==> src/rtl/usb_cmd_regs.sv <==
// usb_cmd_regs: shadow/active configuration bank for the ADC sampling core.
// Commands stage values into shadow registers. An accepted start copies the
// shadows into the active registers. A small run FSM generates start/stop
// pulses and re-arms in continuous mode. The bank also keeps sticky error
// flags and provides registered readback.
module usb_cmd_regs #(
  parameter int CH_NUM         = 2,
  parameter int DEF_CH_SEL     = 1,
  parameter int DEF_SAMPLE_NUM = 16384,
  parameter int MAX_SAMPLE_NUM = 65536,
  parameter int DEF_SPEED      = 0
) (
  input  logic              clk,
  input  logic              reset_n,
  input  logic              cmdvalid,
  input  logic [7:0]        cmd_addr,
  input  logic [31:0]       cmd_data,
  input  logic              rd_req,
  input  logic [7:0]        rd_addr,
  input  logic              sample_done,
  output logic [CH_NUM-1:0] adc_ch_sel,
  output logic [31:0]       set_sample_num,
  output logic [31:0]       set_sample_speed,
  output logic              start_sample,
  output logic              stop_sample,
  output logic              run_busy,
  output logic [2:0]        err_flags,
  output logic              rd_valid,
  output logic [31:0]       rd_data
);
  typedef enum logic [1:0] { ST_IDLE = 2'd0, ST_RUN = 2'd1 } state_t;

  localparam logic [CH_NUM-1:0] DEF_CH  = CH_NUM'(DEF_CH_SEL);
  localparam logic [31:0]       DEF_NUM = 32'(DEF_SAMPLE_NUM);
  localparam logic [31:0]       MAX_NUM = 32'(MAX_SAMPLE_NUM);
  localparam logic [31:0]       DEF_SPD = 32'(DEF_SPEED);

  state_t            state_reg, state_next;
  logic [CH_NUM-1:0] sh_ch_reg, sh_ch_next, act_ch_reg, act_ch_next;
  logic [31:0]       sh_num_reg, sh_num_next, act_num_reg, act_num_next;
  logic [31:0]       sh_speed_reg, sh_speed_next, act_speed_reg, act_speed_next;
  logic              sh_mode_reg, sh_mode_next, act_mode_reg, act_mode_next;
  logic              start_reg, start_next, stop_reg, stop_next;
  logic [2:0]        err_reg, err_next;
  logic              rd_valid_reg;
  logic [31:0]       rd_data_reg, rd_data_next;

  logic              do_start, do_stop, start_rej;
  logic [2:0]        err_set, err_clr;
  logic [31:0]       num_raw, num_chk;
  logic [CH_NUM-1:0] ch_raw;
  logic [31:0]       act_ch_ext, sh_ch_ext;

  // Zero-extend the channel masks to the 32-bit readback width.
  for (genvar gi = 0; gi < 32; gi++) begin : g_ch_ext
    if (gi < CH_NUM) begin : g_bit
      assign act_ch_ext[gi] = act_ch_reg[gi];
      assign sh_ch_ext[gi]  = sh_ch_reg[gi];
    end else begin : g_zero
      assign act_ch_ext[gi] = 1'b0;
      assign sh_ch_ext[gi]  = 1'b0;
    end
  end

  // Decode the command, range-check the payload and stage the shadow updates.
  always_comb begin
    sh_ch_next    = sh_ch_reg;
    sh_num_next   = sh_num_reg;
    sh_speed_next = sh_speed_reg;
    sh_mode_next  = sh_mode_reg;
    do_start      = 1'b0;
    do_stop       = 1'b0;
    err_set       = 3'b000;
    err_clr       = 3'b000;
    ch_raw        = cmd_data[CH_NUM-1:0];
    // The combined write carries the sample count in the upper 24 bits.
    num_raw       = (cmd_addr == 8'd4) ? {8'd0, cmd_data[31:8]} : cmd_data;
    if (num_raw == 32'd0)        num_chk = 32'd1;
    else if (num_raw > MAX_NUM)  num_chk = MAX_NUM;
    else                         num_chk = num_raw;
    if (cmdvalid) begin
      case (cmd_addr)
        8'd0: do_start = 1'b1;
        8'd1, 8'd4: begin
          if (ch_raw == '0) err_set[2] = 1'b1;
          else              sh_ch_next = ch_raw;
          if (cmd_addr == 8'd4) begin
            sh_num_next = num_chk;
            if (num_raw == 32'd0 || num_raw > MAX_NUM) err_set[2] = 1'b1;
            do_start = 1'b1;
          end
        end
        8'd2: begin
          sh_num_next = num_chk;
          if (num_raw == 32'd0 || num_raw > MAX_NUM) err_set[2] = 1'b1;
        end
        8'd3: sh_speed_next = cmd_data;
        8'd5: sh_mode_next  = cmd_data[0];
        8'd6: do_stop       = 1'b1;
        8'd7: err_clr       = cmd_data[2:0];
        default: err_set[0] = 1'b1;
      endcase
    end
  end

  // Run FSM: stop beats sample_done, and sample_done is resolved before a start.
  always_comb begin
    state_next     = state_reg;
    act_ch_next    = act_ch_reg;
    act_num_next   = act_num_reg;
    act_speed_next = act_speed_reg;
    act_mode_next  = act_mode_reg;
    start_next     = 1'b0;
    stop_next      = 1'b0;
    start_rej      = 1'b0;
    if (state_reg == ST_RUN && do_stop) begin
      stop_next  = 1'b1;
      state_next = ST_IDLE;
    end else begin
      if (state_reg == ST_RUN && sample_done) begin
        if (act_mode_reg) start_next = 1'b1;
        else              state_next = ST_IDLE;
      end
      if (do_start) begin
        if (state_next == ST_IDLE) begin
          // Commit uses the freshly checked shadows so a combined write starts with its own values.
          act_ch_next    = sh_ch_next;
          act_num_next   = sh_num_next;
          act_speed_next = sh_speed_next;
          act_mode_next  = sh_mode_next;
          start_next     = 1'b1;
          state_next     = ST_RUN;
        end else begin
          start_rej = 1'b1;
        end
      end
    end
    // A set on the same edge as a clear wins.
    err_next = (err_reg & ~err_clr) | err_set | {1'b0, start_rej, 1'b0};
  end

  // Readback mux reflects the register state before this edge's command.
  always_comb begin
    rd_data_next = rd_data_reg;
    if (rd_req) begin
      case (rd_addr)
        8'd0:    rd_data_next = {27'd0, err_reg, state_reg};
        8'd1:    rd_data_next = act_ch_ext;
        8'd2:    rd_data_next = act_num_reg;
        8'd3:    rd_data_next = act_speed_reg;
        8'd5:    rd_data_next = {31'd0, act_mode_reg};
        8'd8:    rd_data_next = sh_ch_ext;
        8'd9:    rd_data_next = sh_num_reg;
        8'd10:   rd_data_next = sh_speed_reg;
        8'd13:   rd_data_next = {31'd0, sh_mode_reg};
        default: rd_data_next = 32'd0;
      endcase
    end
  end

  // State, configuration, pulse, error and readback registers.
  always_ff @(posedge clk or negedge reset_n) begin
    if (!reset_n) begin
      state_reg     <= ST_IDLE;
      sh_ch_reg     <= DEF_CH;
      act_ch_reg    <= DEF_CH;
      sh_num_reg    <= DEF_NUM;
      act_num_reg   <= DEF_NUM;
      sh_speed_reg  <= DEF_SPD;
      act_speed_reg <= DEF_SPD;
      sh_mode_reg   <= 1'b0;
      act_mode_reg  <= 1'b0;
      start_reg     <= 1'b0;
      stop_reg      <= 1'b0;
      err_reg       <= 3'b000;
      rd_valid_reg  <= 1'b0;
      rd_data_reg   <= 32'd0;
    end else begin
      state_reg     <= state_next;
      sh_ch_reg     <= sh_ch_next;
      act_ch_reg    <= act_ch_next;
      sh_num_reg    <= sh_num_next;
      act_num_reg   <= act_num_next;
      sh_speed_reg  <= sh_speed_next;
      act_speed_reg <= act_speed_next;
      sh_mode_reg   <= sh_mode_next;
      act_mode_reg  <= act_mode_next;
      start_reg     <= start_next;
      stop_reg      <= stop_next;
      err_reg       <= err_next;
      rd_valid_reg  <= rd_req;
      rd_data_reg   <= rd_data_next;
    end
  end

  assign adc_ch_sel       = act_ch_reg;
  assign set_sample_num   = act_num_reg;
  assign set_sample_speed = act_speed_reg;
  assign start_sample     = start_reg;
  assign stop_sample      = stop_reg;
  assign run_busy         = (state_reg == ST_RUN);
  assign err_flags        = err_reg;
  assign rd_valid         = rd_valid_reg;
  assign rd_data          = rd_data_reg;
endmodule

==> config.mk <==
export PLATFORM = sky130hd
export DESIGN_NAME = usb_cmd_regs
export DESIGN_NICKNAME = d
export VERILOG_FILES = /design/src/rtl/usb_cmd_regs.sv
export SDC_FILE = /design/constraint.sdc
export NUM_CORES = 1
export LEC_CHECK = 0
export CAP_MARGIN = 10
export CORE_MARGIN = 2
export CORE_UTILIZATION = 56
export DETAILED_ROUTE_END_ITERATION = 10
export MAX_ROUTING_LAYER = met4
export PLACE_DENSITY = 0.85
export SKIP_LAST_GASP = 1
export SYNTH_ARGS = -nofsm -noshare
export SYNTH_HDL_FRONTEND = slang
export SYNTH_SLANG_ARGS = --single-unit
export TNS_END_PERCENT = 5
==> constraint.sdc <==
create_clock -name clk -period 2.9 [get_ports clk]
set_clock_uncertainty 0.05 [all_clocks]
set_input_delay 0.725 -clock clk [delete_from_list [all_inputs] [get_ports clk]]
set_output_delay 0.725 -clock clk [all_outputs]
set_load 0.005 [all_outputs]
### Word level (Yosys, flattened, before mapping)

Cells that the tools add are included.

| operators by class | value |
|---|---|
| add/sub/neg operators | 0 |
| muxes and demuxes | 44 |
| $mul | 0 |
| reductions and logical operators | 11 |
| shift-type cells | 0 |
| div/mod/pow operators | 0 |
| bitwise logic cells | 5 |
| eq/ne operators | 16 |
| $lt $le $gt $ge | 1 |

Operator list:

| operator | number |
|---|---|
| $pmux 32 s9 | 1 |
| $mux 32 | 7 |
| $pmux 32 s2 | 1 |
| $eq 8x3->1 const B | 5 |
| $eq 8x2->1 const B | 4 |
| $eq 8x4->1 const B | 4 |
| $gt 32x17->1 const B | 1 |
| $logic_not 32->1 | 1 |
| $mux 1 | 22 |
| $mux 2 | 9 |
| $eq 8x1->1 const B | 2 |
| $logic_not 8->1 | 2 |
| $reduce_or 8->1 | 1 |
| $mux 3 | 2 |
| $logic_not 2->1 | 2 |
| $pmux 1 s2 | 2 |
| $and 3x3->3 | 1 |
| $not 3->3 | 1 |
| $or 3x2->3 | 1 |
| $or 3x3->3 | 1 |
| $reduce_and 3->1 | 1 |
| $eq 2x1->1 const B | 1 |
| $logic_and 1x1->1 | 2 |
| $reduce_or 2->1 | 1 |
| other kinds (2) | 2 |

| storage, ports and cells | value |
|---|---|
| memory bits (writable) | 0 |
| memories | 0 |
| word-level logic and storage cells | 91 |
| output and inout bits | 105 |
| bits in latches | 0 |
| register bits | 174 |
| input port bits | 53 |
| ROM bits | 0 |

### Logic depth before layout (Yosys ltp)

Gate-level depths: netlist (run 1).

| depth | value |
|---|---|
| depth in word-level cells | 10 |
| depth in mapped cells | 9 |
| depth with buffers taken out | 6 |

### Worst setup path before layout (run 1)

OpenSTA, ideal clock, no wires.

| path | value |
|---|---|
| path kind | input port to flip-flop |
| from | input port cmd_data[10] |
| to | register sh_num_reg[10] |
| path buffers | 2 |
| setup time | 121 ps |
| arrival | 2,293 ps |
| path slack | 436 ps |
| stages on the path | 8 |
| required time | 2,729 ps |
| cells stage by stage | buf_2 nor4_2 nand4_1 xor2_1 and4_1 buf_4 a221o_1 a22o_1 |

| on the way | value |
|---|---|
| word-level cells in the longest chain between the ends | 7 |
| elaborated cells between the ends (all ways) | 8 |
| those cells by class | order compare: 1; mux: 6; reduce/logical: 1 |

RTL lines:

| what | line | source |
|---|---|---|
| start: declaration | 17 | `input logic [31:0] cmd_data,` |
| $mux 32 (*) | 77 | `num_raw = (cmd_addr == 8'd4) ? {8'd0, cmd_data[31:8]} : cmd_data;` |
| $gt 32x17->1 | 79 | `else if (num_raw > MAX_NUM) num_chk = MAX_NUM;` |
| $mux 32 | 79 |  |
| $mux 32 (*) | 78 | `if (num_raw == 32'd0) num_chk = 32'd1;` |
| $mux 32 | 87 | `if (cmd_addr == 8'd4) begin` |
| $pmux 32 s2 (*) | 82 | `case (cmd_addr)` |
| $mux 32 (*) | 81 | `if (cmdvalid) begin` |
| named net sh_num_next[10] | 40 | `logic [31:0] sh_num_reg, sh_num_next, act_num_reg, act_num_next;` |
| end signal: assignment | 182 | `sh_num_reg <= sh_num_next;` |
| end: declaration | 40 |  |

Mark *: on every way through the listed nets, which the timed path passes. The rest lies on a longest branch.
A chain may end at the register's enable or synchronous reset.

### Worst setup path in the final report (run 1)

| path | value |
|---|---|
| from | input port cmd_data[12] |
| to | register act_num_reg[6] (netlist: set_sample_num[6]) |

| on the way | value |
|---|---|
| word-level cells in the longest chain between the ends | 7 |
| elaborated cells between the ends (all ways) | 8 |
| those cells by class | order compare: 1; mux: 6; reduce/logical: 1 |

RTL lines:

| what | line | source |
|---|---|---|
| $mux 32 (*) | 77 |  |
| $gt 32x17->1 | 79 |  |
| $mux 32 | 79 |  |
| $mux 32 (*) | 78 |  |
| $mux 32 | 87 |  |
| $pmux 32 s2 (*) | 82 |  |
| $mux 32 (*) | 81 |  |
| end signal: assignment | 183 | `act_num_reg <= act_num_next;` |
| end: declaration | 40 |  |

Every way passes the cells marked *; elsewhere a longest branch is shown, timed or not.

==> impl_metrics.env, run 1 <==
export IMPL_synth_edf_count=0
export IMPL_vias_per_cell=6.25
export IMPL_routedWlPerCell_um=21.9
export IMPL_syn_num_nets=822
export IMPL_grt_pass1_vias=7574
export IMPL_synthFlopType="dfrtp_1"
export IMPL_multi_input_area_um2=3480
export IMPL_timing_final_crit_share_pct=96.7
export IMPL_fillers=885
export IMPL_timing_fmax_mhz=357
export IMPL_antenna_found_initial=0
export IMPL_die_h_um=125
export IMPL_netlist_instances=769
export IMPL_syn2layout_area_growth_pct=38.7
export IMPL_vias=7499
export IMPL_netlist_area_um2=8190
export IMPL_final_cell_mix="dfrtp_1 (170), clkdlybuf4s50_1 (156), nor2_1 (134), buf_4 (102), a22o_1 (44)"
export IMPL_avgSynthCellArea_um2=10.6
export IMPL_arrival_ps=3060
export IMPL_final_common_cell="dfrtp_1"
export IMPL_fin_crit_ps=2800
export IMPL_grt_pass1_wl_um=41500
export IMPL_rows=44
export IMPL_start_util_pct=56.8
export IMPL_track_usage_pct=35.3
export IMPL_ys_types=61
export IMPL_clk_pin_slew_ps=60
export IMPL_stdcell_count=1200
export IMPL_ctsHoldBuffers=0
export IMPL_min_path_type="input port to asynchronous set/reset pin"
export IMPL_overflow=0
export IMPL_cts_htree_levels=4
export IMPL_powerDensity_nw_per_um2=501
export IMPL_fin_hold_ws_ps=224
export IMPL_die_w_um=125
export IMPL_post_cts_buffers=0
export IMPL_rr_startpoint="act_mode_reg"
export IMPL_fin_nets=1056
export IMPL_ys_ff_latch=174
export IMPL_worstSkewPairLatency_ps=430
export IMPL_path_max_fanout=9
export IMPL_ios=158
export IMPL_drt_initial_drc_count=702
export IMPL_ys_async_sr_fraction_pct=100
export IMPL_insertedDiodeCount=0
export IMPL_startpoint="cmd_data[12]"
export IMPL_peakVddDrop_mv=0.460
export IMPL_r2r_cells=7
export IMPL_reg2reg_slack_ps=1090
export IMPL_first_pass_iters=5
export IMPL_grt_max_degree=65
export IMPL_crit_required_ps=3150
export IMPL_drcViolationCount=0
export IMPL_wl_um=26300
export IMPL_worst_pin_slew_ps=607
export IMPL_yosys_warnings=0
export IMPL_cts_sinks=174
export IMPL_relSlewSlack_pct=59.5
export IMPL_critPathKind="input port to flip-flop"
export IMPL_drv_slew=0
export IMPL_dieArea_um2=15600
export IMPL_cap_violations=0
export IMPL_hold_viol=0
export IMPL_post_dp_hpwl_um=17800
export IMPL_io_buffers=157
export IMPL_cp_start_kind="input port"
export IMPL_final_util_pct=78.8
export IMPL_cts_buffers=17
export IMPL_gp_congestion=0.929
export IMPL_grt_setup_unrepaired="false"
export IMPL_endpoint_kind="flip-flop"
export IMPL_cts_tree="yes"
export IMPL_setup_viol=0
export IMPL_regArea_um2=4360
export IMPL_drive_gt1_share_pct=19.0
export IMPL_clock_root_buffer="clkbuf_16"
export IMPL_ant_nets=0
export IMPL_coreArea_um2=14400
export IMPL_ys_seq_area_share_pct=53.2
export IMPL_clockBufferDepth=2
export IMPL_p_leak_nw=5.05
export IMPL_r2r_end="set_sample_num[6]"
export IMPL_ctsResizeCount=0
export IMPL_status="finished, final reports clean"
export IMPL_placed_cells=1168
## per-layer routing
layer | global-route usage [%] | wire length, µm | vias up
li1 | - | - | 3278
met1 | 46.0 | 10500 | 3693
met2 | 54.3 | 12800 | 449
met5 | - | 0 | -
met4 | 16.2 | 1020 | 0
met3 | 6.53 | 2010 | 79
## through the flow
stage	setup WS, ps	instance area (µm²)	total power, mW	setup TNS (ps)
after floorplan	436	8190	2.86	0
after global placement	-193	10700	3.33	-6200
after detailed placement	-246	10700	3.35	-8620
after CTS	17.9	11300	5.70	0
after global routing	14.9	11400	5.87	0
final	95.1	11400	5.69	0
## cell usage after synthesis, types with 3 or more instances
library cell	n	area, µm²
inv_1	34	128
xor2_1	3	26.3
mux2_1	30	338
o22ai_1	32	200
o21ai_1	6	30.0
and2_1	17	106
nor4_1	7	43.8
a22o_1	44	385
nand2b_1	5	31.3
dfrtp_1	170	4250
nand3b_1	3	22.5
a221o_1	5	50.1
mux2i_1	13	130
o32ai_1	6	52.6
nor3_2	3	30.0
a21oi_1	15	75.1
clkbuf_1	27	101
and4_1	3	26.3
nand4_1	6	37.5
o21ai_0	12	60.1
nand2_1	40	150
a31oi_1	11	68.8
dfstp_2	4	105
nor3_1	5	25.0
nor2_1	134	503
a221oi_1	36	315
nand3_1	3	15.0
nor4_2	5	62.6
a22oi_1	5	37.5
nor2b_1	4	25.0
mux2_2	21	236
buf_2	17	85.1
buf_6	4	45.0
buf_4	5	37.5
## worst max path at each step
stage          slack [ps]  depth (start not counted)                 to
2_1_floorplan         440                          8     sh_num_reg[10]
3_3_place_gp         -190                          8      sh_num_reg[6]
3_5_place_dp         -250                          8      sh_num_reg[6]
4_1_cts                20                          9  set_sample_num[6]
5_1_grt                10                          9  set_sample_num[9]
6_report              100                          9  set_sample_num[6]
## cell families (layout without fill, tap and decap cells)
logic type             count (synthesis)  in the layout  synth area share, %
AO/OA/AOI/OAI                        182            182                 16.7
XOR/XNOR                               3              3                0.321
buffers and inverters                 89            336                 4.94
flip-flops                           174            174                 53.2
multiplexers                          66             66                 9.04
AND/OR/NAND/NOR                      255            255                 15.8
## report_power, final
part	leakage, nW	switching, mW	internal, mW	total [mW]
clock	0.291	0.979	1.39	2.36
combinational	2.39	0.306	0.362	0.668
sequential	2.37	0.109	2.55	2.66
## area by class of cell
cell class | instances | share of cell area (%)
repair buffers | 270 | 22.5
clock inverters | 12 | 1.40
flip-flops and latches | 174 | 38.4
inverters | 34 | 1.12
clock buffers | 20 | 3.93
multi-input cells | 506 | 30.6
well taps | 184 | 2.03
## critical path, cell delays in order
cell and delay, ps:
clkdlybuf4s50_1 530, nor4_4 410, nand4_1 190, buf_4 190, mux2i_4 190, buf_4 180
buf_4 150, a221oi_2 370, a21oi_1 140
No activity file was read; power rests on OpenSTA's default activity.
==> inputs of run 2 (changes only) <==
--- a/config.mk
+++ b/config.mk
@@ -11,6 +11,7 @@
 export DETAILED_ROUTE_END_ITERATION = 10
 export MAX_ROUTING_LAYER = met4
 export PLACE_DENSITY = 0.85
+export SKIP_CTS_REPAIR_TIMING = 1
 export SKIP_LAST_GASP = 1
 export SYNTH_ARGS = -nofsm -noshare
 export SYNTH_HDL_FRONTEND = slang
==> results of run 2 <==
Same layout as run 1: the final DEF is identical, and so are final timing and power.
==> inputs of run 3 (changes only) <==
--- a/config.mk
+++ b/config.mk
@@ -5,6 +5,7 @@
 export SDC_FILE = /design/constraint.sdc
 export NUM_CORES = 1
 export LEC_CHECK = 0
+export ABC_CLOCK_PERIOD_IN_PS = 2900
 export CAP_MARGIN = 10
 export CORE_MARGIN = 2
 export CORE_UTILIZATION = 56
==> results of run 3 <==
Same layout as run 1: the final DEF is identical, and so are final timing and power.
